## src/rtl/icache_line_fetch.sv

```systemverilog
// ============================================================================
// icache_line_fetch
// ----------------------------------------------------------------------------
// Direct-mapped, read-only instruction-cache line stage. For every accepted
// fetch address it presents the whole cache line plus the byte offset of the
// fetch within that line, one cycle later. The word selector downstream does
// the final instruction extraction.
//
// A hit is served straight from the flop-based data array. On a miss, or on
// any request that coincides with a flush, the stage raises stall, issues a
// line-aligned memory request, waits for mem_ready, writes the returned line
// into the array and forwards it in the following cycle.
//
// Ports
//   clk         sole clock, rising edge
//   reset       asynchronous, active-high reset
//   req         fetch request valid
//   pc          fetch byte address
//   flush       invalidate every line in the cycle it is sampled
//   stall       fetch must hold pc/req (combinational)
//   line_valid  line/offset valid this cycle (registered)
//   line        selected cache line (registered)
//   offset      byte offset of the fetch within line (registered)
//   mem_req     memory line request (registered)
//   mem_addr    line-aligned memory address (registered)
//   mem_ready   mem_line valid, consumed in the same cycle
//   mem_line    line returned by memory
//   hit_count   saturating hit counter
//   miss_count  saturating miss counter
// ============================================================================

`ifndef LINE_WIDTH
`define LINE_WIDTH 128
`endif
`ifndef LINE_NB_BYTES
`define LINE_NB_BYTES 16
`endif

module icache_line_fetch #(
   parameter int ADDR_WIDTH = 32,
   parameter int NB_LINES   = 4,
   localparam int OFF_W     = $clog2(`LINE_NB_BYTES),
   localparam int IDX_W     = $clog2(NB_LINES),
   localparam int TAG_W     = ADDR_WIDTH - IDX_W - OFF_W
) (
   input  logic                    clk,
   input  logic                    reset,
   input  logic                    req,
   input  logic [ADDR_WIDTH-1:0]   pc,
   input  logic                    flush,
   output logic                    stall,
   output logic                    line_valid,
   output logic [`LINE_WIDTH-1:0]  line,
   output logic [OFF_W-1:0]        offset,
   output logic                    mem_req,
   output logic [ADDR_WIDTH-1:0]   mem_addr,
   input  logic                    mem_ready,
   input  logic [`LINE_WIDTH-1:0]  mem_line,
   output logic [15:0]             hit_count,
   output logic [15:0]             miss_count
);

   typedef enum logic [0:0] {
      ST_IDLE     = 1'b0,
      ST_MEM_WAIT = 1'b1
   } state_e;

   localparam logic [15:0] CNT_MAX = 16'hFFFF;

   // ---------------------------------------------------------------------
   // Storage
   // ---------------------------------------------------------------------
   state_e                  state_q, state_d;

   logic [NB_LINES-1:0]     valid_q, valid_d;
   logic [TAG_W-1:0]        tag_q  [NB_LINES];
   logic [TAG_W-1:0]        tag_d  [NB_LINES];
   logic [`LINE_WIDTH-1:0]  data_q [NB_LINES];
   logic [`LINE_WIDTH-1:0]  data_d [NB_LINES];

   // Miss context latched when the miss is accepted.
   logic [TAG_W-1:0]        lat_tag_q, lat_tag_d;
   logic [IDX_W-1:0]        lat_idx_q, lat_idx_d;
   logic [OFF_W-1:0]        lat_off_q, lat_off_d;

   logic                    line_valid_q, line_valid_d;
   logic [`LINE_WIDTH-1:0]  line_q, line_d;
   logic [OFF_W-1:0]        offset_q, offset_d;
   logic                    mem_req_q, mem_req_d;
   logic [ADDR_WIDTH-1:0]   mem_addr_q, mem_addr_d;
   logic [15:0]             hit_count_q, hit_count_d;
   logic [15:0]             miss_count_q, miss_count_d;

   // ---------------------------------------------------------------------
   // Address decode and lookup
   // ---------------------------------------------------------------------
   logic [OFF_W-1:0]        pc_off_s;
   logic [IDX_W-1:0]        pc_idx_s;
   logic [TAG_W-1:0]        pc_tag_s;
   logic                    hit_s;
   logic                    accept_hit_s;
   logic                    accept_miss_s;
   logic                    fill_s;
   logic                    stall_s;

   assign pc_off_s = pc[OFF_W-1:0];
   assign pc_idx_s = pc[OFF_W+IDX_W-1:OFF_W];
   assign pc_tag_s = pc[ADDR_WIDTH-1:OFF_W+IDX_W];

   assign hit_s = valid_q[pc_idx_s] & (tag_q[pc_idx_s] == pc_tag_s);

   // A flush that arrives with a request forces the request down the miss
   // path, even if the line was resident before the flush.
   assign accept_hit_s  = (state_q == ST_IDLE) & req & hit_s & ~flush;
   assign accept_miss_s = (state_q == ST_IDLE) & req & (~hit_s | flush);
   assign fill_s        = (state_q == ST_MEM_WAIT) & mem_ready;

   // ---------------------------------------------------------------------
   // FSM state register
   // ---------------------------------------------------------------------
   always_ff @(posedge clk or posedge reset) begin
      if (reset) begin
         state_q <= ST_IDLE;
      end else begin
         state_q <= state_d;
      end
   end

   // FSM next-state logic
   always_comb begin
      state_d = state_q;
      case (state_q)
         ST_IDLE: begin
            if (accept_miss_s) begin
               state_d = ST_MEM_WAIT;
            end else begin
               state_d = ST_IDLE;
            end
         end
         ST_MEM_WAIT: begin
            if (mem_ready) begin
               state_d = ST_IDLE;
            end else begin
               state_d = ST_MEM_WAIT;
            end
         end
         default: begin
            state_d = ST_IDLE;
         end
      endcase
   end

   // FSM output logic: stall, array updates and next values of all outputs
   always_comb begin
      stall_s      = 1'b0;
      valid_d      = valid_q;
      tag_d        = tag_q;
      data_d       = data_q;
      lat_tag_d    = lat_tag_q;
      lat_idx_d    = lat_idx_q;
      lat_off_d    = lat_off_q;
      line_valid_d = 1'b0;
      line_d       = line_q;
      offset_d     = offset_q;
      mem_req_d    = mem_req_q;
      mem_addr_d   = mem_addr_q;
      hit_count_d  = hit_count_q;
      miss_count_d = miss_count_q;

      // Flush clears first so that a fill in the same cycle still lands.
      if (flush) begin
         valid_d = {NB_LINES{1'b0}};
      end else begin
         valid_d = valid_q;
      end

      case (state_q)
         ST_IDLE: begin
            if (accept_hit_s) begin
               line_valid_d = 1'b1;
               line_d       = data_q[pc_idx_s];
               offset_d     = pc_off_s;
               if (hit_count_q != CNT_MAX) begin
                  hit_count_d = hit_count_q + 16'd1;
               end else begin
                  hit_count_d = hit_count_q;
               end
            end else if (accept_miss_s) begin
               stall_s    = 1'b1;
               lat_tag_d  = pc_tag_s;
               lat_idx_d  = pc_idx_s;
               lat_off_d  = pc_off_s;
               mem_req_d  = 1'b1;
               mem_addr_d = {pc_tag_s, pc_idx_s, {OFF_W{1'b0}}};
               if (miss_count_q != CNT_MAX) begin
                  miss_count_d = miss_count_q + 16'd1;
               end else begin
                  miss_count_d = miss_count_q;
               end
            end else begin
               stall_s = 1'b0;
            end
         end
         ST_MEM_WAIT: begin
            stall_s = 1'b1;
            if (fill_s) begin
               valid_d[lat_idx_q] = 1'b1;
               tag_d[lat_idx_q]   = lat_tag_q;
               data_d[lat_idx_q]  = mem_line;
               mem_req_d          = 1'b0;
               line_valid_d       = 1'b1;
               line_d             = mem_line;
               offset_d           = lat_off_q;
            end else begin
               mem_req_d = 1'b1;
            end
         end
         default: begin
            stall_s = 1'b0;
         end
      endcase
   end

   // Datapath, arrays and registered outputs
   always_ff @(posedge clk or posedge reset) begin
      if (reset) begin
         valid_q      <= {NB_LINES{1'b0}};
         for (int i = 0; i < NB_LINES; i++) begin
            tag_q[i]  <= {TAG_W{1'b0}};
            data_q[i] <= {`LINE_WIDTH{1'b0}};
         end
         lat_tag_q    <= {TAG_W{1'b0}};
         lat_idx_q    <= {IDX_W{1'b0}};
         lat_off_q    <= {OFF_W{1'b0}};
         line_valid_q <= 1'b0;
         line_q       <= {`LINE_WIDTH{1'b0}};
         offset_q     <= {OFF_W{1'b0}};
         mem_req_q    <= 1'b0;
         mem_addr_q   <= {ADDR_WIDTH{1'b0}};
         hit_count_q  <= 16'd0;
         miss_count_q <= 16'd0;
      end else begin
         valid_q      <= valid_d;
         for (int i = 0; i < NB_LINES; i++) begin
            tag_q[i]  <= tag_d[i];
            data_q[i] <= data_d[i];
         end
         lat_tag_q    <= lat_tag_d;
         lat_idx_q    <= lat_idx_d;
         lat_off_q    <= lat_off_d;
         line_valid_q <= line_valid_d;
         line_q       <= line_d;
         offset_q     <= offset_d;
         mem_req_q    <= mem_req_d;
         mem_addr_q   <= mem_addr_d;
         hit_count_q  <= hit_count_d;
         miss_count_q <= miss_count_d;
      end
   end

   assign stall      = stall_s;
   assign line_valid = line_valid_q;
   assign line       = line_q;
   assign offset     = offset_q;
   assign mem_req    = mem_req_q;
   assign mem_addr   = mem_addr_q;
   assign hit_count  = hit_count_q;
   assign miss_count = miss_count_q;

endmodule

```

## config.mk

```make
export PLATFORM = sky130hd
export DESIGN_NAME = icache_line_fetch
export DESIGN_NICKNAME = d
export VERILOG_FILES = /design/src/rtl/icache_line_fetch.sv
export SDC_FILE = /design/constraint.sdc
export NUM_CORES = 2
export LEC_CHECK = 0
export BUFFER_PORTS_ARGS = -buffer_cell sky130_fd_sc_hd__buf_2
export CORE_MARGIN = 2
export CORE_UTILIZATION = 64
export DETAILED_ROUTE_END_ITERATION = 8
export PLACE_DENSITY = 0.9
export SLEW_MARGIN = 20
export SYNTH_ARGS = -nofsm -noshare
export SYNTH_HDL_FRONTEND = slang
export SYNTH_SLANG_ARGS = --single-unit
```

## constraint.sdc

```tcl
create_clock -name clk -period 49.9 [get_ports clk]
set_input_delay 9.98 -clock clk [delete_from_list [all_inputs] [get_ports clk]]
set_output_delay 9.98 -clock clk [all_outputs]
set_load 0.005 [all_outputs]
```

==> parameters.txt <==
Parameter                              Value

Setup path
  Type of element launching the critical path ... input pin
  Cell count of the worst reg-to-reg path ... 9
  Launch point of the critical path ... pc[5]
  Data arrival time of the critical path ... 13020 ps
  Worst reg2reg path startpoint ... tag_q[22]
  Worst Setup Path Type ... input pin to primary output
  Worst-case register-to-register setup slack ... 45790 ps
  Biggest fanout along the worst timing path ... 87
  CP Capture Type ... primary output
  Endpoint of the worst register-to-register path ... hit_count[14]
  Data required time of the critical path ... 39920 ps

Placement
  Placer Congestion ... 0.878
  Post-detailed-placement half-perimeter wirelength ... 54700 um
  Port Buffer Count ... 359

Timing
  Setup repair after global routing missed its margin ... false
  Slew at the pin with the worst max-slew slack ... 1120 ps
  Worst slew margin relative to its limit ... 25.2%
  Endpoints failing setup ... 0
  Ratio of final minimum period to clock period ... 46.1%
  Fin. max-slew vios ... 0
  Maximum clock frequency ... 43.5 MHz
  Post-route setup TNS ... 0 ps
  Time the final worst path needs with I/O delays and setup ... 23000 ps
  Count of final hold-check violations ... 0
  Worst-case clock skew ... 25.7 ps

Die
  Die X ... 239 um
  Die outline area ... 57000 um2
  Die extent in y ... 239 um
  Standard-cell rows ... 86
  Initial Util ... 64.4%
  Core area ... 54800 um2
  Number of top-level pins ... 364

Logic synthesis
  Number of instances in the synthesized netlist ... 2714
  Parity-gate share of the synthesized area counting xor and xnor cells ... 1.09%
  Simple-gate share of the synthesized area ... 6.27%
  Async S/R FF share, synth ... 100%
  Post-synth cell types ... 53
  Compound-cell area share of the yosys netlist ... 5.06%
  Count of state elements after synthesis ... 819
  Count of warnings emitted by yosys ... 0
  EDFF count, synth ... 0
  Proportion of synthesized chip area in sequential cells ... 58.1%
  Share of synthesized cell area in full adder, half adder and majority cells ... 0.0710%
  Post-synthesis instance area ... 35300 um2
  Main combinational cell family by area after synthesis ... multiplexers
  Leading register cell type out of synthesis ... dfrtp_1
  Portion of netlist area occupied by mux cells ... 25.7%
  Mean post-synth cell area ... 13.0 um2

Power
  Static power due to leakage ... 19.1 nW
  Overall power after layout ... 2.33 mW
  Power per cell area ... 57.6 nW/um2
  Worst voltage drop across the vdd grid ... 0.0348 mV

Clock network
  Maximum buffer depth of the clock tree ... 3
  Latest clock arrival within the worst-skew pair ... 640 ps
  Clock tree from TritonCTS ... built
  Clock-pin slew of the registers on the worst-case setup and hold paths ... 60 ps
  Number of levels in the clock H-tree ... 3
  Buffer type at the clock tree root ... clkbuf_16
  Number of buffers added to fix hold violations after cts ... 0
  Number of clock sinks seen by CTS ... 819
  Total clock buffers created by CTS ... 81
  Buffer count from post-CTS setup fixing ... 0
  Number of gates resized after CTS ... 0

Worst hold path
  Hold-critical path endpoint ... data_q[385]
  Worst min-delay path class ... register to register
  Worst hold start ... data_q[385]
  Hold Crit Depth ... 2

Global route
  Largest net degree at the start of global routing ... 193
  First-pass GRT wire length ... 146000 um
  Aggregate global routing overflow ... 0
  Overall routing resource usage ... 33.2%
  Vias in the first global route ... 26200
  Number of antenna violations at the first check in global routing ... 26

Detailed routing
  Total detailed-routing wirelength ... 93800 um
  Antenna Nets Post-Route ... 0
  Via-per-instance ratio ... 6.43
  Routed length per placed instance ... 24.7 um
  Total number of vias ... 24400
  Remaining routing DRC violations ... 0
  Drt first-iter violations ... 2268
  Number of search-and-repair iterations in the first detailed-routing pass ... 8

Job
  Max-cap viol count ... 0

Layout
  Signed area change from the synthesized netlist to the final layout ... 14.6%
  Fraction of final layout cells with drive strength greater than 1 ... 38.3%
  Fin nets ... 3177

Outcome
  Result of the run ... finished, final reports clean
per-stage QoR:
step / hold slack (ps) / utilization, % / cells / worst slack (ps) / instance area, um2
2_1_floorplan: 441 / - / 2717 / 16920 / 35300
3_3_place_gp: 452 / 68.5 / 3628 / 26960 / 37500
3_5_place_dp: 462 / 68.6 / 3630 / 26920 / 37600
4_1_cts: 478 / 73.6 / 3777 / 26890 / 40300
5_1_grt: 496 / 73.7 / 3788 / 26760 / 40400
6_report: 474 / 73.8 / 3794 / 26900 / 40400
cells in the final DEF, fill, tap and decap left out, types with 23 or more instances in the layout:
master / netlist / routed
a21oi_1: 134 / 133
mux4_2: 141 / 141
clkbuf_8: 0 / 23
o22ai_1: 135 / 135
dfrtp_1: 819 / 819
mux2_2: 498 / 498
buf_2: 14 / 357
xnor2_1: 32 / 32
clkbuf_16: 0 / 82
mux2i_1: 29 / 29
inv_1: 148 / 147
nand2_1: 481 / 479
area by class of cell:
| cell class | count | area, um2 |
|---|---|---|
| diodes | 16 | 40.0 |
| clock buffers | 115 | 2410 |
| clock inverters | 32 | 347 |
| fillers | 3221 | 14400 |
| inverters | 149 | 567 |
| multi-input cells | 1574 | 13600 |
| flip-flops and latches | 819 | 20500 |
| well taps | 704 | 881 |
| repair buffers | 385 | 2080 |
where the power goes:
group	internal (mW)	total, mW	switching, mW
clock network	0.363	0.626	0.262
registers	0.951	1.13	0.183
logic	0.328	0.566	0.238
Yosys cell counts, types with 2 or more instances:
cell type | instances | area share [%]
xnor2_1 | 32 | 0.79
o31ai_1 | 2 | 0.043
xor2_1 | 12 | 0.30
nand3_1 | 11 | 0.16
mux2i_1 | 29 | 0.82
nor4b_1 | 2 | 0.050
buf_6 | 3 | 0.096
buf_1 | 7 | 0.075
a22o_1 | 3 | 0.075
a221oi_1 | 4 | 0.099
buf_2 | 14 | 0.20
nand2_1 | 481 | 5.1
buf_4 | 7 | 0.15
nor3_1 | 7 | 0.099
dfrtp_1 | 819 | 58
nand4_1 | 13 | 0.23
and4_1 | 2 | 0.050
o21ai_0 | 10 | 0.14
clkbuf_1 | 144 | 1.5
inv_1 | 148 | 1.6
mux4_2 | 141 | 9.0
nor4_1 | 5 | 0.089
nor2_1 | 13 | 0.14
or3_1 | 2 | 0.035
a21o_1 | 2 | 0.043
o22ai_1 | 135 | 2.4
mux2_2 | 498 | 16
nand2b_1 | 3 | 0.053
ha_1 | 2 | 0.071
and3_1 | 4 | 0.071
and2_1 | 3 | 0.053
or2_2 | 2 | 0.035
a21oi_1 | 134 | 1.9
worst max path at each step:
stage | end | slack, ps | depth (start not counted)
floorplan | data_q[0] | 16920 | 1
global placement | stall | 26960 | 9
detailed placement | stall | 26920 | 9
CTS | stall | 26890 | 9
global route | stall | 26760 | 9
finish | stall | 26900 | 9
cells by family (layout without fill, tap and decap cells):
family | Yosys count | in the layout
flip-flops | 819 | 819
multiplexers | 668 | 668
AND/OR/NAND/NOR | 552 | 552
buffers and inverters | 324 | 681
AO/OA/AOI/OAI | 304 | 304
XOR/XNOR | 44 | 44
adder cells (fa/ha/maj) | 2 | 2
other | 1 | 20
registers in the layout, indices dropped and copies added, names as in the netlist:
| signal | count |
|---|---|
| offset | 4 |
| state_q | 1 |
| lat_idx_q | 1 |
| tag_q | 104 |
| miss_count | 16 |
| lat_off_q | 4 |
| mem_req | 1 |
| lat_tag_q | 26 |
| mem_addr | 1 |
| line | 128 |
| data_q | 512 |
| line_valid | 1 |
| hit_count | 16 |
| valid_q | 4 |
critical path, cell delays in order:
cell and delay (ps):
buf_6 670, clkinv_1 560, mux2_2 410, a222oi_1 300, and4_1 240, o2111a_2 390, nand2b_2 190, nand2_1 70
buf_2 130
metal layers:
| layer | global-route usage (%) | wire length [um] | vias to the layer above |
|---|---|---|---|
| li1 | - | - | 10200 |
| met1 | 41.1 | 34600 | 12600 |
| met2 | 55.6 | 47100 | 1312 |
| met3 | 7.54 | 8140 | 292 |
| met4 | 15.9 | 3840 | 26 |
| met5 | 0 | 168 | - |
Note: power is estimated with default switching activity, not from simulation.
